File: src/rtl/pipe_ctrl.sv
// rtl/pipe_ctrl.sv - pipeline hazard, MDU busy and exception-flush controller
//
// Purpose:
//   Produces the stall/bubble/flush/redirect controls for a 5-stage pipeline:
//     - load-use hazard between the EX load and the ID instruction
//     - MDU hazard while a multiply/divide is counting (or starting)
//     - exception sequence RUN -> FLUSH -> REDIRECT -> RUN
//
// Optional feature (macro PIPE_CTRL_STATS_EN):
//   adds output stall_cnt, a 32-bit wrapping count of cycles with stall=1.
//
// Ports:
//   clk            in   rising-edge clock
//   reset          in   synchronous, active-high
//   id_rs, id_rt   in   [4:0] ID source registers
//   id_use_rs/rt   in   ID instruction reads rs / rt
//   id_is_md       in   ID instruction is an MDU instruction
//   ex_a3          in   [4:0] EX destination register
//   ex_is_load     in   EX instruction is a load
//   md_start       in   EX instruction starts an MDU operation
//   md_is_div      in   that MDU operation is a divide
//   exc_req        in   exception/interrupt taken at MEM this cycle
//   stall          out  freeze PC and IF/ID
//   flush_idex     out  bubble into ID/EX
//   flush_all      out  clear IF/ID, ID/EX, EX/MEM, MEM/WB
//   pc_to_handler  out  load PC with handler address
//   md_busy        out  MDU operation in progress
//   stall_cnt      out  [31:0] stall cycle count (PIPE_CTRL_STATS_EN only)

module pipe_ctrl (
  input  logic       clk,
  input  logic       reset,
  input  logic [4:0] id_rs,
  input  logic [4:0] id_rt,
  input  logic       id_use_rs,
  input  logic       id_use_rt,
  input  logic       id_is_md,
  input  logic [4:0] ex_a3,
  input  logic       ex_is_load,
  input  logic       md_start,
  input  logic       md_is_div,
  input  logic       exc_req,
  output logic       stall,
  output logic       flush_idex,
  output logic       flush_all,
  output logic       pc_to_handler,
  output logic       md_busy
`ifdef PIPE_CTRL_STATS_EN
  ,
  output logic [31:0] stall_cnt
`endif
);

  localparam logic [3:0] MD_MULT_CYC = 4'd5;
  localparam logic [3:0] MD_DIV_CYC  = 4'd10;

  typedef enum logic [1:0] {
    ST_RUN      = 2'd0,
    ST_FLUSH    = 2'd1,
    ST_REDIRECT = 2'd2
  } state_t;

  state_t     state_q, state_d;
  logic [3:0] md_cnt_q, md_cnt_d;

  logic lu;
  logic mh;
  logic md_accept;

  // Load-use: register 0 is never a real dependency.
  always_comb begin
    lu = ex_is_load && (ex_a3 != 5'd0) &&
         ((id_use_rs && (id_rs == ex_a3)) || (id_use_rt && (id_rt == ex_a3)));
  end

  assign md_busy = (md_cnt_q != 4'd0);

  // md_start counts as a hazard in its own cycle so the MDU instruction in
  // ID cannot slip past the operation that is being launched.
  assign mh = id_is_md && (md_busy || md_start);

  // Exception FSM: next state and flush/redirect outputs.
  always_comb begin
    state_d       = state_q;
    flush_all     = 1'b0;
    pc_to_handler = 1'b0;
    stall         = 1'b0;
    flush_idex    = 1'b0;
    unique case (state_q)
      ST_RUN: begin
        if (exc_req) begin
          flush_all = 1'b1;
          state_d   = ST_FLUSH;
        end else begin
          // Hazards only matter when no exception is flushing the pipe.
          stall      = lu || mh;
          flush_idex = lu || mh;
        end
      end
      ST_FLUSH: begin
        flush_all = 1'b1;
        state_d   = ST_REDIRECT;
      end
      ST_REDIRECT: begin
        pc_to_handler = 1'b1;
        state_d       = ST_RUN;
      end
      default: begin
        state_d = ST_RUN;
      end
    endcase
  end

  // An operation being flushed never starts; a start while counting is
  // dropped, which only happens if the ID-side hazard was bypassed.
  assign md_accept = md_start && !md_busy && !flush_all;

  always_comb begin
    md_cnt_d = md_cnt_q;
    if (md_busy) begin
      md_cnt_d = md_cnt_q - 4'd1;
    end else if (md_accept) begin
      md_cnt_d = md_is_div ? MD_DIV_CYC : MD_MULT_CYC;
    end
  end

  always_ff @(posedge clk) begin
    if (reset) begin
      state_q  <= ST_RUN;
      md_cnt_q <= 4'd0;
    end else begin
      state_q  <= state_d;
      md_cnt_q <= md_cnt_d;
    end
  end

`ifdef PIPE_CTRL_STATS_EN
  logic [31:0] stall_cnt_q, stall_cnt_d;

  // Natural 32-bit wrap from all-ones back to zero.
  always_comb begin
    stall_cnt_d = stall_cnt_q + {31'd0, stall};
  end

  always_ff @(posedge clk) begin
    if (reset) begin
      stall_cnt_q <= 32'd0;
    end else begin
      stall_cnt_q <= stall_cnt_d;
    end
  end

  assign stall_cnt = stall_cnt_q;
`endif

endmodule

File: config.mk
export PLATFORM = sky130hd
export DESIGN_NAME = pipe_ctrl
export DESIGN_NICKNAME = d
export VERILOG_FILES = /design/src/rtl/pipe_ctrl.sv
export SDC_FILE = /design/constraint.sdc
export NUM_CORES = 1
export LEC_CHECK = 0
export CORE_MARGIN = 2
export CORE_UTILIZATION = 30
export DETAILED_ROUTE_END_ITERATION = 6
export PLACE_DENSITY = 0.67
export SETUP_SLACK_MARGIN = 0.4
export SYNTH_ARGS = -nofsm -noshare
export SYNTH_HDL_FRONTEND = slang
export SYNTH_SLANG_ARGS = --single-unit
File: constraint.sdc
create_clock -name clk -period 1.85 [get_ports clk]
set_clock_uncertainty 0.15 [all_clocks]
set_input_delay 0.37 -clock clk [delete_from_list [all_inputs] [get_ports clk]]
set_output_delay 0.37 -clock clk [all_outputs]
set_load 0.01 [all_outputs]
=== Word level (Yosys, flattened, before mapping) ===
Index checks and enable logic that the tools add are counted.

* Bits in registers: 6
* Bits of input ports: 24
* Output and inout bits: 5

* Add/subtract/negate cells: 1
* Equal/unequal tests: 5
* Muxes and demuxes: 10
* Reductions and logical operators: 16

{| class="wikitable"
|+ Operators by type and width
! cell !! number
|-
| 4-bit 2-to-1 mux || 3
|-
| 5-bit equality test || 2
|-
| 1-bit logical AND || 7
|-
| 5-bit nonzero test || 1
|-
| 1-bit 2-to-1 mux || 4
|-
| 2-bit one-hot mux with 2 select lines || 1
|-
| 4-bit nonzero test || 1
|-
| 4-bit by 1-bit subtractor with 4-bit output (second input constant) || 1
|-
| 1-bit logical OR || 3
|-
| 2-bit by 1-bit equality test with 1-bit output (second input constant) || 1
|-
| 2-bit equality test (second input constant) || 1
|-
| 1-bit logical NOT || 2
|-
| 2-bit logical NOT || 1
|-
| 2-bit 2-to-1 mux || 1
|-
| 2-bit inequality test (second input constant) || 1
|-
| 1-bit one-hot mux with 2 select lines || 1
|-
| 2-bit nonzero test || 1
|}

=== Depth between registers and ports, before layout ===
Gate-level depths: netlist of the first run.

* Depth after elaboration: 7
* Depth in mapped cells: 6
* Depth with buffers taken out: 6

=== Least setup slack after synthesis of the first run ===
OpenSTA, ideal clock, no wires.

* Path kind: input port to output port
* Start: in ex_a3[1]
* End: out stall
* Data arrival time: 1.303 ns
* Required time: 1.330 ns
* Slack: 0.027 ns
* Cell stages on the path: 6
* Path buffers: 1
* Cell sequence: xor2_1 > nor4_1 > and3_1 > a31oi_1 > o21ai_2 > buf_4

* Cells in the longest elaborated chain, start to end: 7
* Elaborated cells between the ends (all ways): 11

{| class="wikitable"
|+ Ends and longest elaborated chain
! what !! line !! text
|-
| start, declared || 38 || <nowiki>input logic [4:0] ex_a3,</nowiki>
|-
| 5-bit equality test || 73 || <nowiki>((id_use_rs && (id_rs == ex_a3)) || (id_use_rt && (id_rt == ex_a3)));</nowiki>
|-
| 1-bit logical AND || 73 ||
|-
| 1-bit logical OR || 73 ||
|-
| 1-bit logical AND (*) || 72 || <nowiki>lu = ex_is_load && (ex_a3 != 5'd0) &&</nowiki>
|-
| 1-bit logical OR (*) || - ||
|-
| 1-bit 2-to-1 mux (*) (2 in series) || - ||
|-
| end, declared || 43 || <nowiki>output logic stall,</nowiki>
|}

Every way passes the cells marked *; elsewhere a longest branch is shown, timed or not.

=== Final worst setup path of the first run ===
* Start: in id_rt[0]
* End: out flush_idex

* Cells in the longest elaborated chain, start to end: 7

{| class="wikitable"
|+ Ends and longest elaborated chain
! what !! line !! text
|-
| start, declared || 34 || <nowiki>input logic [4:0] id_rt,</nowiki>
|-
| 5-bit equality test || 73 ||
|-
| 1-bit logical AND || 73 ||
|-
| 1-bit logical OR || 73 ||
|-
| 1-bit logical AND || 72 ||
|-
| 1-bit logical OR || 97 || <nowiki>flush_idex = lu || mh;</nowiki>
|-
| 1-bit 2-to-1 mux || 91 || <nowiki>if (exc_req) begin</nowiki>
|-
| 1-bit 2-to-1 mux || 89 || <nowiki>unique case (state_q)</nowiki>
|-
| end, declared || 44 || <nowiki>output logic flush_idex,</nowiki>
|}

No other way between the ends.

==> metrics.txt, run 1 <==
# TYPE chip_impl_metric gauge
chip_impl_metric{name="netlist_area",unit="um^2"} 473
chip_impl_metric{name="die_height",unit="um"} 43.7
chip_impl_metric{name="number_of_global_route_vias_before_repair",unit=""} 612
chip_impl_metric{name="avgRoutedWirePerCell",unit="um"} 15.0
chip_impl_metric{name="power_frac_comb",unit="%"} 73.2
chip_impl_metric{name="mappedNetlistNets",unit=""} 78
chip_impl_metric{name="yosys_register_bits",unit=""} 6
chip_impl_metric{name="syn_area_per_cell",unit="um^2"} 9.10
chip_impl_metric{name="synthDistinctLibCells",unit=""} 26
chip_impl_info{name="clk_root_buffer_cell",value="clkbuf_4"} 1
chip_impl_metric{name="floorplan.rows",unit=""} 14
chip_impl_metric{name="cts-buffers-inserted",unit=""} 3
chip_impl_metric{name="sequential_cell_area",unit="um^2"} 124
chip_impl_metric{name="headroom_to_the_max_slew_limit",unit="%"} 80.6
chip_impl_metric{name="timing_worst_slew_pin_value",unit="ps"} 291
chip_impl_metric{name="clock_tree.htree_level_count",unit=""} 1
chip_impl_metric{name="drv_cap",unit=""} 0
chip_impl_metric{name="via_count",unit=""} 607
chip_impl_info{name="setup_repair_after_global_routing_missed_its_margin",value="yes"} 1
chip_impl_metric{name="n_antenna_cell",unit=""} 0
chip_impl_metric{name="dp_hpwl",unit="um"} 1080
chip_impl_metric{name="dieWidth",unit="um"} 43.7
chip_impl_metric{name="clkPwrFrac",unit="%"} 10.3
chip_impl_metric{name="timing.critical_path.fanout_max",unit=""} 2
chip_impl_metric{name="postSynthCellCount",unit=""} 52
chip_impl_metric{name="power.switching_fraction",unit="%"} 37.7
chip_impl_metric{name="grt.total_usage",unit="%"} 20.1
chip_impl_metric{name="routed_wl",unit="um"} 1800
chip_impl_metric{name="fin_util",unit="%"} 74.5
chip_impl_metric{name="groute.layer.met1.usage",unit="%"} 22.4
chip_impl_info{name="worstHoldPathType",value="reg2reg"} 1
chip_impl_metric{name="design_area",unit="um^2"} 1110
chip_impl_metric{name="cp_data_required_time",unit="ps"} 1330
chip_impl_metric{name="power_leakage",unit="uW"} 0.000471
chip_impl_info{name="crit_type",value="in2out"} 1
chip_impl_metric{name="drcViolationCount",unit=""} 0
chip_impl_metric{name="dieArea",unit="um^2"} 1910
chip_impl_metric{name="total_power_after_layout",unit="uW"} 1200
chip_impl_metric{name="yosys.area_share.xor_xnor",unit="%"} 20.4
chip_impl_metric{name="grt_first_pass_wirelength",unit="um"} 2720
chip_impl_metric{name="num-fill-cells",unit=""} 110
chip_impl_metric{name="finalHoldViolCount",unit=""} 0
chip_impl_metric{name="dpl_cell_area",unit="um^2"} 863
chip_impl_metric{name="largest_net_degree_at_the_start_of_global_routing",unit=""} 7
chip_impl_metric{name="ios",unit=""} 29
chip_impl_info{name="cts_tree",value="done"} 1
chip_impl_metric{name="post_synth_and_or_nand_nor_area_fraction",unit="%"} 20.9
chip_impl_metric{name="synth.mux.area_fraction",unit="%"} 0
chip_impl_metric{name="power_switching",unit="uW"} 454
chip_impl_metric{name="layout-drive-gt1-share",unit="%"} 71.2
chip_impl_metric{name="detail_route.iter0.violations",unit=""} 8
chip_impl_info{name="final_cell_mix",value="buf_6, buf_4, clkdlybuf4s50_1, buf_2"} 1
chip_impl_metric{name="synth_compound_area_share",unit="%"} 23.3
chip_impl_metric{name="grt_util_met3",unit="%"} 6.25
chip_impl_metric{name="finalSetupViolations",unit=""} 2
chip_impl_metric{name="setup_slack",unit="ps"} -66.0
chip_impl_info{name="outcome",value="finished with violations"} 1
chip_impl_info{name="globalRoute.busiestLayer",value="met2"} 1
chip_impl_metric{name="synthAdderAreaFrac",unit="%"} 5.29
chip_impl_metric{name="flop_pwr_share",unit="%"} 16.5
chip_impl_metric{name="min_period_over_period",unit="%"} 104
chip_impl_metric{name="cts.sinks",unit=""} 6
chip_impl_metric{name="grt.met2_usage",unit="%"} 34.4
chip_impl_metric{name="finalMaxSlewViolations",unit=""} 0
chip_impl_metric{name="clkLatencyLatePin",unit="ps"} 250
chip_impl_metric{name="coreArea",unit="um^2"} 1490
chip_impl_metric{name="io_buffers",unit=""} 28
chip_impl_info{name="combinational_family_with_the_most_area_after_synthesis",value="compound AO/OA/AOI/OAI gates"} 1
chip_impl_metric{name="vdd_ir_drop_max",unit="mV"} 1.03
chip_impl_metric{name="global_route.overflow_total",unit=""} 0
chip_impl_metric{name="place.gp.congestion",unit=""} 0.733
chip_impl_metric{name="yosysWarningCount",unit=""} 0
chip_impl_metric{name="drtAntennaViolNets",unit=""} 0
chip_impl_metric{name="signed_area_change_from_the_synthesized_netlist_to_the_final_layout",unit="%"} 135
chip_impl_metric{name="initial_core_util",unit="%"} 31.8
chip_impl_metric{name="cts_hold_buffers",unit=""} 0
chip_impl_metric{name="worst_setup_hold_path_clk_slew",unit="ps"} 40
chip_impl_metric{name="final.min_clock_period",unit="ps"} 1920
chip_impl_info{name="timing.critical_path.from_type",value="input port"} 1
chip_impl_info{name="worst_setup_path_end_kind",value="output port"} 1
chip_impl_metric{name="routed_via_density",unit=""} 5.06
chip_impl_metric{name="total_iterations_of_the_first_detailed_routing_run",unit=""} 4
chip_impl_metric{name="multi_input_comb_area",unit="um^2"} 492
chip_impl_info{name="failed_checks",value="negative setup slack"} 1
chip_impl_metric{name="power_density",unit="nW/um^2"} 1080
chip_impl_metric{name="synth.yosys.seq_area_share",unit="%"} 25.4
chip_impl_metric{name="p_int",unit="uW"} 750
chip_impl_metric{name="worst-endpoint-arrival",unit="ps"} 1400
chip_impl_metric{name="max-clock-path-buffers",unit=""} 2
chip_impl_metric{name="number_of_nets_in_the_layout",unit=""} 132
chip_impl_metric{name="clock.fmax",unit="MHz"} 522
chip_impl_metric{name="initial_antenna_violation_count",unit=""} 0
-- final cells by class --
type,count,share of cell area [%]
Tap cell,16,1.80
Inverter,4,1.35
Timing Repair Buffer,50,39.3
Multi-Input combinational cell,41,44.3
Sequential cell,6,11.2
Clock buffer,3,2.03
-- worst paths after layout --
path,from,end,slack (ps),depth (start not counted)
setup / recovery,id_rt[0],flush_idex,-70,7
hold / removal,state_q[0]$_SDFFE_PP0P_,state_q[0]$_SDFFE_PP0P_,400,2
setup reg to reg,md_cnt_q[1]$_SDFFE_PP0P_,md_cnt_q[2]$_SDFFE_PP0P_,230,9
hold reg to reg,state_q[0]$_SDFFE_PP0P_,state_q[0]$_SDFFE_PP0P_,400,2
-- registers in the layout (all words and copies together), names as in the netlist --
name	cells
md_cnt_q	4
state_q	2
-- power groups by stage --
stage                     combinational [uW]  clock (uW)  sequential [uW]
after floorplan                          256           0              191
after detailed placement                 493           0              190
after global placement                   491           0              191
final                                    881         124              199
after CTS                                743         129              194
after global routing                     931         139              201
-- repair_timing --
item	in CTS	in global routing
hold endpoints to repair	0	0
endpoints found under the setup margin	9	9
gates cloned	0	0
setup buffers	5	4
pin swaps	17	10
gates resized for setup	102	19
-- metrics by stage --
stage | TNS, ps | hold slack [ps] | worst slack (ps) | cells
after floorplan | 0 | 285 | 31.6 | 52
after global placement | -1950 | 372 | -871 | 108
after detailed placement | -1940 | 371 | -875 | 108
after CTS | -165 | 359 | -82.9 | 116
after global routing | -308 | 436 | -154 | 120
final | -131 | 404 | -66.0 | 120
-- synth_stat cells --
cell type  n  area, um^2
o21ai_2    1        8.76
a21oi_1    3        15.0
o211ai_1   1        7.51
o211ai_2   1        12.5
a31oi_1    3        18.8
xnor2_1    3        26.3
xor2_1     8        70.1
buf_4      1        7.51
nor4_1     1        6.26
inv_1      4        15.0
nor4b_1    1        8.76
ha_1       2        25.0
nand2_2    1        6.26
o21bai_2   1        11.3
nor2_1     2        7.51
or4_1      1        7.51
nor3_1     3        15.0
and3_1     1        6.26
or3_1      1        6.26
nor4_4     1        21.3
a211oi_1   2        15.0
nor3b_1    1        7.51
dfxtp_1    6         120
nor2b_1    1        6.26
a211oi_2   1        12.5
a311oi_1   1        8.76
-- per-layer routing --
metal  wire length [um]  share of wire [%]
met5                  0                  0
met4                 58                3.2
met3                151                8.4
met2                898                 50
met1                687                 38
-- critical path, stage by stage --
cell and delay [ps]:
buf_6 90, xor2_1 150, nor4_1 250, and3_1 200, a31oi_2 40, o21ai_2 150, buf_2 150
-- cell families after synthesis --
logic type	Yosys count
xor+xnor	11
simple gates	14
fa+ha+maj	2
buf+inv	5
flops	6
compound gates	14
Note: power is estimated with default switching activity, not from simulation.
==> run 2: changes to the inputs <==
--- a/config.mk
+++ b/config.mk
@@ -5,6 +5,7 @@
 export SDC_FILE = /design/constraint.sdc
 export NUM_CORES = 1
 export LEC_CHECK = 0
+export CAP_MARGIN = 20
 export CORE_MARGIN = 2
 export CORE_UTILIZATION = 30
 export DETAILED_ROUTE_END_ITERATION = 6
==> results of run 2 <==
No change in the layout: final DEF, timing and power equal those of run 1.
==> RTL change: new RTL, settings of run 2 <==
Add a define of `PIPE_CTRL_STATS_EN`.
--- a/src/rtl/pipe_ctrl.sv
+++ b/src/rtl/pipe_ctrl.sv
@@ -26,6 +26,8 @@
 //   pc_to_handler  out  load PC with handler address
 //   md_busy        out  MDU operation in progress
 //   stall_cnt      out  [31:0] stall cycle count (PIPE_CTRL_STATS_EN only)
+
+`define PIPE_CTRL_STATS_EN
 
 module pipe_ctrl (
   input  logic       clk,
Check against the original RTL (old outputs only; new: stall_cnt): equivalent (equiv_simple and equiv_induct, registers matched by name and starting in step).
==> RTL change against run 2 <==
The run still ends with negative setup slack left. Largest cell class unchanged. Core utilization fell by 19 points. Area after synthesis rose to 3.9 times the old value. Power rose by 83%. Sequential cell count rose by 32. Setup slack got worse by 0.59 ns. Combinational power fell by 13%. Wire length rose to 2.9 times the old value. Final area rose to 3.0 times the old value. Via count rose to 3.2 times the old value. Final cell count rose to 3.3 times the old value.
==> RTL change: results (changes against run 2) <==
highest fanout seen on the critical path=4 (was 2); number of clock buffers inserted by TritonCTS=5 (was 3); GRT Util Overall=15.0% (was 20.1%); Clk Tree Root Cell=clkbuf_8 (was clkbuf_4); sum of negative setup slack=-16.52 ns (was -0.131 ns); Layout fillers=560 (was 110); detailed-route wire length per cell=12.9 um (was 15.0 um); via count of the first global-routing pass=1760 (was 612); Worst Min Path Start=stall_cnt[31] (was state_q[0]); count of endpoints failing setup in the final report=33 (was 2); first-pass GRT wire length=8000 um (was 2720 um); via density per instance=4.80 (was 5.06); Synth top cells by count=dfxtp_1 (38), nor2_1 (33), xor2_1 (31) (was xor2_1 (8), dfxtp_1 (6), inv_1 (4)); Final Hold Slack=0.359 ns (was 0.404 ns); detailed router's first-iteration violation count=100 (was 8); outcome=complete, but fails checks (unchanged); Placed Instances=378 (was 108); hpwl dp=3580 um (was 1080 um); Synth Area in Compound Gates=5.81% (was 23.3%); synthesized netlist cell count=210 (was 52); failing checks=negative setup slack (unchanged); placer congestion estimate=0.780 (was 0.733); Clock H-tree levels=2 (was 1); clock latency of the later-clocked register in the worst-skew pair=0.29 ns (was 0.25 ns); largest family of logic cells by synthesized area=simple AND/OR/NAND/NOR gates (was compound AO/OA/AOI/OAI gates); Net Count, Synth=238 (was 78); clock transition at the registers of the reported paths=0.07 ns (was 0.04 ns); top post-synthesis cells by area=dfxtp_1 (41%), xor2_1 (15%), nor2_1 (6.7%), xnor2_1 (3.8%), nand3_1 (3.5%) (was dfxtp_1 (25%), xor2_1 (15%), xnor2_1 (5.6%), ha_1 (5.3%), nor4_4 (4.5%)); Unique masters post-synth=34 (was 26); normalized max-slew margin=83.0% (was 80.6%); count of buffers from port buffering=60 (was 28); Hold Crit Endpoint=stall_cnt[31] (was state_q[0]); Leak=0.00139 uW (was 0.000471 uW); flip-flop count of the largest register, all copies and words added=32 (was 4); fraction of layout cells with a size suffix above 1=55.4% (was 71.2%); xor and xnor fraction of the mapped netlist area=18.5% (was 20.4%); Worst Path Arrival=2.59 ns (was 1.40 ns); worst flop-to-flop path startpoint=state_q[0] (was md_cnt_q[1]); worst setup slack for register-to-register paths=-0.49 ns (was 0.23 ns); post-place instance area=0.00285 sq mm (was 863 sq um); post-layout net count=353 (was 132); cell count of the worst reg-to-reg path=10 (was 9); Max VDD drop=0.877 mV (was 1.03 mV); fraction of the mapped netlist area in adder cells=2.70% (was 5.29%); end of the worst register-to-register path=stall_cnt[29] (was md_cnt_q[2]); post-synthesis to final-layout area growth=77.3% (was 135%); final cell count without fillers=400 (was 120); slack of the critical path=-0.656 ns (was -0.0660 ns)
==> RTL change: changes by cell type in the layout (fill, tap and decap cells not counted), moves of 7 or more <==
cell	delta
buf_2	+7
buf_4	+19
buf_6	+17
clkbuf_2	+10
dfxtp_2	+25
nand2_1	+9
nand4_1	+10
nor2_1	+30
xor2_1	+25
==> RTL change: repair_timing <==
action,CTS,global route
buffers inserted,5,10
endpoints found under the setup margin,73,61
pin swaps,24,47
resized for setup,206,76
hold buffers,0,0
==> RTL change: worst max-delay path, cell delays in order <==
cell	delay, ns
buf_6	0.10
xor2_2	0.16
nor4_2	0.27
and3_1	0.21
a31oi_2	0.04
o21ai_2	0.19
ha_4	0.17
buf_6	0.09
nand2_4	0.05
nor4_4	0.17
nand4_2	0.20
or4_1	0.49
nand2_1	0.07
==> RTL change: report_power, final <==
| group | leakage (uW) | total (uW) | internal (uW) | switching, uW |
|---|---|---|---|---|
| clock | 0.0000438 | 535 | 253 | 282 |
| combinational | 0.00103 | 766 | 443 | 323 |
| sequential | 0.000322 | 896 | 866 | 30.3 |
| total | 0.00139 | 2200 | 1560 | 636 |
==> RTL change: worst max path at each step <==
stage / from / end / slack [ns] / cells after the start
5_1_grt: id_rs[1] / stall_cnt[29] / -0.76 / 13
4_1_cts: ex_a3[1] / stall_cnt[29] / -0.67 / 12
2_1_floorplan: id_rs[1] / stall_cnt[29] / -0.77 / 11
3_5_place_dp: ex_a3[3] / stall_cnt[10] / -1.38 / 13
6_report: id_rs[1] / stall_cnt[29] / -0.66 / 13
3_3_place_gp: ex_a3[3] / stall_cnt[10] / -1.32 / 13
==> RTL change: kinds of logic after synthesis <==
logic type / count (synthesis)
AOI/OAI and AO/OA: 17
buffers and inverters: 9
adders and majority gates: 4
DFF: 38
xor gates and xnor gates: 39
and+or+nand+nor: 103
==> RTL change: final cells by class <==
| type | count | share of cell area (%) |
|---|---|---|
| sequential | 38 | 24.4 |
| tap | 75 | 2.86 |
| inverter | 4 | 0.457 |
| clock buffer | 5 | 2.10 |
| multi-input combinational | 163 | 40.3 |
| timing repair buffer | 113 | 29.6 |
| clock inverter | 2 | 0.305 |
==> RTL change: routing by layer <==
layer  vias to the layer above  routed length, um  global-route usage (%)  share of wire (%)
li1                        955                  -                       -                  -
met5                         -                  0                       0                  0
met2                        43               2680                    26.1                 52
met4                         0                 55                    3.93                1.1
met1                       911               2180                    18.8                 42
met3                         9                255                    3.37                4.9
==> RTL change: metrics by stage <==
| step | setup WS (ns) | total power, uW |
|---|---|---|
| 2_1_floorplan | -0.767 | 1160 |
| 3_3_place_gp | -1.32 | 1410 |
| 3_5_place_dp | -1.38 | 1410 |
| 4_1_cts | -0.667 | 2040 |
| 5_1_grt | -0.758 | 2320 |
| 6_report | -0.656 | 2200 |
